===== src/rtl/updown_sweep_ctrl.sv =====
// Sweep sequencer for the up/down counter: latches a lo..hi window, mode and sweep budget, then runs wrap or bounce sweeps.
// Defining UDC_TC_PULSE_EN adds a tc output that pulses on every boundary event and bounce turnaround.
module updown_sweep_ctrl #(
    parameter int WIDTH   = 4,
    parameter int SWEEP_W = 8
) (
    input  logic               clk,
    input  logic               rst,
    input  logic               start,
    input  logic               stop,
    input  logic               pause,
    input  logic [WIDTH-1:0]   cfg_lo,
    input  logic [WIDTH-1:0]   cfg_hi,
    input  logic [1:0]         cfg_mode,
    input  logic [SWEEP_W-1:0] cfg_sweeps,
    output logic [WIDTH-1:0]   count,
    output logic               dir,
    output logic               busy,
    output logic               done,
    output logic               err,
    output logic [SWEEP_W-1:0] sweep_cnt
`ifdef UDC_TC_PULSE_EN
    ,
    output logic               tc
`endif
);

    typedef enum logic [1:0] {IDLE, RUN, DONE} stateT;

    localparam logic [1:0] MODE_UP   = 2'b00;
    localparam logic [1:0] MODE_DOWN = 2'b01;
    localparam logic [1:0] MODE_RSVD = 2'b11;

    stateT              state;
    logic [WIDTH-1:0]   loReg;
    logic [WIDTH-1:0]   hiReg;
    logic [1:0]         modeReg;
    logic [SWEEP_W-1:0] sweepsReg;

    logic [WIDTH-1:0]   stepCount;
    logic               stepDir;
    logic               boundary;
    logic [SWEEP_W-1:0] sweepNext;
    logic               finalEvent;

    // Next count/dir for one unpaused RUN cycle; bounds are tested before moving so the count never leaves the window.
    always_comb begin
        stepCount = count;
        stepDir   = dir;
        boundary  = 1'b0;
        case (modeReg)
            MODE_UP: begin
                if (count == hiReg) begin
                    boundary  = 1'b1;
                    stepCount = loReg;
                end else begin
                    stepCount = count + WIDTH'(1);
                end
            end
            MODE_DOWN: begin
                if (count == loReg) begin
                    boundary  = 1'b1;
                    stepCount = hiReg;
                end else begin
                    stepCount = count - WIDTH'(1);
                end
            end
            default: begin
                if (loReg == hiReg) begin
                    boundary  = 1'b1;
                    stepCount = loReg;
                end else if (dir) begin
                    if (count == hiReg) begin
                        stepDir   = 1'b0;
                        stepCount = hiReg - WIDTH'(1);
                    end else begin
                        stepCount = count + WIDTH'(1);
                    end
                end else begin
                    if (count == loReg) begin
                        boundary  = 1'b1;
                        stepDir   = 1'b1;
                        stepCount = loReg + WIDTH'(1);
                    end else begin
                        stepCount = count - WIDTH'(1);
                    end
                end
            end
        endcase
    end

    assign sweepNext  = (&sweep_cnt) ? sweep_cnt : sweep_cnt + SWEEP_W'(1);
    assign finalEvent = boundary && (sweepsReg != '0) && (sweepNext == sweepsReg);

    // Control FSM; the budget-ending event freezes count/dir at the terminal value instead of wrapping or turning.
    always_ff @(posedge clk) begin
        if (rst) begin
            state     <= IDLE;
            count     <= '0;
            dir       <= 1'b1;
            busy      <= 1'b0;
            done      <= 1'b0;
            err       <= 1'b0;
            sweep_cnt <= '0;
            loReg     <= '0;
            hiReg     <= '0;
            modeReg   <= MODE_UP;
            sweepsReg <= '0;
`ifdef UDC_TC_PULSE_EN
            tc        <= 1'b0;
`endif
        end else begin
            done <= 1'b0;
            err  <= 1'b0;
`ifdef UDC_TC_PULSE_EN
            tc   <= 1'b0;
`endif
            if (stop) begin
                state <= IDLE;
                busy  <= 1'b0;
            end else begin
                case (state)
                    IDLE: begin
                        if (start) begin
                            loReg     <= cfg_lo;
                            hiReg     <= cfg_hi;
                            modeReg   <= cfg_mode;
                            sweepsReg <= cfg_sweeps;
                            if ((cfg_lo > cfg_hi) || (cfg_mode == MODE_RSVD)) begin
                                err <= 1'b1;
                            end else begin
                                count     <= (cfg_mode == MODE_DOWN) ? cfg_hi : cfg_lo;
                                dir       <= (cfg_mode != MODE_DOWN);
                                sweep_cnt <= '0;
                                busy      <= 1'b1;
                                state     <= RUN;
                            end
                        end
                    end
                    RUN: begin
                        if (!pause) begin
                            if (boundary) begin
                                sweep_cnt <= sweepNext;
                            end
`ifdef UDC_TC_PULSE_EN
                            tc <= boundary || (stepDir != dir);
`endif
                            if (finalEvent) begin
                                state <= DONE;
                                busy  <= 1'b0;
                                done  <= 1'b1;
                            end else begin
                                count <= stepCount;
                                dir   <= stepDir;
                            end
                        end
                    end
                    DONE: begin
                        state <= IDLE;
                    end
                    default: begin
                        state <= IDLE;
                    end
                endcase
            end
        end
    end

endmodule


===== config.mk =====
export PLATFORM = sky130hd
export DESIGN_NAME = updown_sweep_ctrl
export DESIGN_NICKNAME = d
export VERILOG_FILES = /design/src/rtl/updown_sweep_ctrl.sv
export SDC_FILE = /design/constraint.sdc
export NUM_CORES = 1
export LEC_CHECK = 0
export ABC_AREA = 1
export CAP_MARGIN = 40
export CORE_MARGIN = 2
export CORE_UTILIZATION = 55
export DETAILED_ROUTE_END_ITERATION = 10
export PLACE_DENSITY_LB_ADDON = 0.25
export SYNTH_ARGS = -nofsm -noshare
export SYNTH_HDL_FRONTEND = slang
export SYNTH_SLANG_ARGS = --single-unit

===== constraint.sdc =====
create_clock -name clk -period 2.3 [get_ports clk]
set_clock_uncertainty 0.1 [all_clocks]
set_input_delay 0.345 -clock clk [delete_from_list [all_inputs] [get_ports clk]]
set_output_delay 0.345 -clock clk [all_outputs]
set_load 0.01 [all_outputs]

==> flow_summary_export.csv <==
group,metric,value,unit
clock_network,cts_sinks,36,
final_layout,nFillCells,379,
pwr,leakage,1.69,nW
critical_path,crit_type,"input port to flop",
yosys,synthFlopType,"dfxtp_1",
final_layout,seqCellArea,724,sq um
yosys,synth_cell_type_count,34,
critical_path,r2r_end,"dir",
routing,drtIter0Drc,422,
die,core,4790,sq um
yosys,ys_warn_count,0,
critical_path,crit-reg2reg-launch,"count[0]",
clock_network,clk_path_buf_depth,2,
min_path,min-delay-start,"cfg_hi[1]",
min_path,hold_depth,3,
yosys,yosys.area.top_type,"dfxtp_1",
final_layout,area_growth,30.9,%
clock_network,cts_max_level,2,
timing,whs,0.319,ns
placed_design,hpwl,5.86,mm
die,start_util,0.580,
routing,wl_per_cell,13.7,um
min_path,hold_path_end,"hiReg[1]",
pwr,powerDensity,535,nW/um^2
routing,ant_nets,0,
final_layout,multi_input_area,1860,sq um
die,row_count,25,
pwr,ir_worst_vdd,346,uV
die,die_area,5630,sq um
min_path,hold_path.class,"input port to flop",
timing,max-slew-margin-rel,0.769,
final_layout,drive_gt1_frac,0.172,
yosys,synth_area_leaders,"dfxtp_1, nand2_1, nand3_1",
clock_network,clock_latency,0.30,ns
global_routing,grt_overflow,0,
routing,via_count,3194,
critical_path,path_cells,"clkdlybuf4s50_1 -> inv_2 -> ha_4 -> a21oi_1 -> o21ai_1 -> a22oi_2 -> nand2_1 -> nand2_2 -> o21ai_4 -> nor2_2 -> buf_6 -> nand3_1 -> nand2_1 -> nor2_1",
critical_path,endpoint_kind,"flop",
yosys,synth_enable_flop_cells,0,
yosys,netlist_area,2780,sq um
timing,final_hold_viol_count,0,
placed_design,port_buffers,38,
yosys,synth-seq-cells,36,
yosys,async_reset_ff_frac,0,
global_routing,grt_usage,0.289,
timing,fin_tns_setup,0,ns
clock_network,path_clk_slew,0.08,ns
critical_path,reg2reg_setup_slack,0.18,ns
clock_network,cts_tree,"built",
critical_path,crit_family,"buffers and inverters",
timing,fin_crit_sh,0.946,
clock_network,cts_made_buffers,5,
routing,drc,0,
placed_design,gp_congestion,0.968,
run_status,status,"finished clean",
yosys,yosysTopAreaCellShare,0.259,
critical_path,cp.arrival,2.27,ns
final_layout,diodes,0,
yosys,synth_nets,477,
routing,wl,7.92,mm
routing,via_per_inst,5.52,
yosys,syn_area_per_cell,6.24,sq um
yosys,synth_cells,445,
timing,setup-violations-final,0,
timing,fmax,0.459,GHz
critical_path,max_stage_delay,0.47,ns
critical_path,cp_num_buf_inv,3,
critical_path,start_kind,"input port",
critical_path,cp_slowest_cell,"clkdlybuf4s50_1",
global_routing,grt_max_degree,29,
timing,min_period,2.18,ns
critical_path,cp.required,2.40,ns
clock_network,clockRootBuffer,"clkbuf_8",
flow_run,maxCapViolCount,0,
timing,finalMaxSlewViolations,0,
die,die_y,75.1,um
routing,firstDrtPassIters,5,
global_routing,grt_pass1_wl,12.8,mm
yosys,synth_seq_area_share,0.259,
final_layout,nNetsFinal,543,
critical_path,crit_top_cell,"nand2_1",
timing,worst_pin_slew,0.346,ns
global_routing,grt_pass1_vias,2923,
critical_path,rr_worst_depth,12,
die,die_w,75.1,um
critical_path,cp_max_fo,8,
global_routing,antenna_found_initial,0,
die,io_pins,39,
## final cells by class
class / instances / area share
multi-input cells: 338 / 0.512
flip-flops and latches: 36 / 0.199
repair buffers: 74 / 0.182
inverters: 56 / 0.0578
well taps: 67 / 0.0230
clock buffers: 6 / 0.0227
clock inverters: 2 / 0.00378
## metrics by stage
step | cell area, sq um | setup slack, ns | power [mW] | cells | utilization
2_1_floorplan | 2780 | 0.168 | 1.18 | 445 | -
3_3_place_gp | 3400 | -0.329 | 1.40 | 565 | 0.710
3_5_place_dp | 3400 | -0.410 | 1.42 | 565 | 0.710
4_1_cts | 3500 | 0.0104 | 1.91 | 573 | 0.731
5_1_grt | 3640 | -0.0695 | 2.06 | 579 | 0.760
6_report | 3640 | 0.124 | 1.95 | 579 | 0.760
## layer usage
metal,wire length (um),global-route usage,vias to the layer above,part of all wire
met5,0,0,-,0
met3,588,0.0442,22,0.074
met1,3660,0.409,1430,0.46
met2,3560,0.453,163,0.45
met4,112,0.0913,0,0.014
li1,-,-,1579,-
## where the power goes
part / switching (mW) / leakage [nW] / internal [mW]
Sequential: 0.0599 / 0.297 / 0.669
Clock: 0.246 / 0.0516 / 0.245
Combinational: 0.422 / 1.34 / 0.306
Total: 0.728 / 1.69 / 1.22
## cell usage in the layout, fill, tap and decap left out, drive strengths merged, types with 5 or more instances in the layout
cell / synthesis / layout
nand2: 115 / 115
nand3: 61 / 61
inv: 56 / 57
nor2: 52 / 52
buf: 7 / 36
dfxtp: 36 / 36
clkdlybuf4s50: 0 / 35
o21ai: 31 / 31
a21oi: 27 / 27
xor2: 13 / 13
nand4: 11 / 11
ha: 9 / 9
clkbuf: 8 / 6
o211ai: 5 / 5
## worst min-delay path, cell delays in order
cell	delay (ns)
dlymetal6s2s_1	0.13
o21ai_0	0.10
a21oi_1	0.10
## synth_stat cells, drive strengths merged, types with 7 or more instances
cell type and count:
buf 7, inv 56, xor2 13, nand3 61
nand4 11, a21oi 27, nand2 115, clkbuf 8
dfxtp 36, o21ai 31, ha 9, nor2 52
## repair_timing
item,in CTS,in global routing
resized for setup,2,24
pin swaps,0,8
setup buffers,0,6
endpoints found under the setup margin,15,16
hold buffers,0,0
## cell families (layout without fill, tap and decap cells)
logic type / count (synthesis) / in the layout / synth area share
buffers and inverters: 71 / 138 / 0.101
adder cells (fa/ha/maj): 9 / 9 / 0.0405
flip-flops: 36 / 36 / 0.259
XOR/XNOR: 17 / 17 / 0.0536
AO/OA/AOI/OAI: 67 / 67 / 0.131
AND/OR/NAND/NOR: 245 / 245 / 0.414
## flip-flops by register name (all words and copies together) (netlist names)
signal     count
done           1
sweep_cnt      8
sweepsReg      8
state          2
hiReg          4
loReg          4
dir            1
busy           1
err            1
count          4
modeReg        2
## how the worst max path moves through the flow
stage,from,end,slack [ns],cells past startpoint
floorplan,sweep_cnt[1],count[1],0.17,15
global placement,cfg_hi[3],count[2],-0.33,13
detailed placement,cfg_hi[1],busy,-0.41,13
CTS,cfg_hi[1],sweep_cnt[7],0.01,14
global route,cfg_hi[3],sweep_cnt[4],-0.07,14
finish,cfg_hi[3],sweep_cnt[7],0.12,14
(Power assumes the default switching activity.)
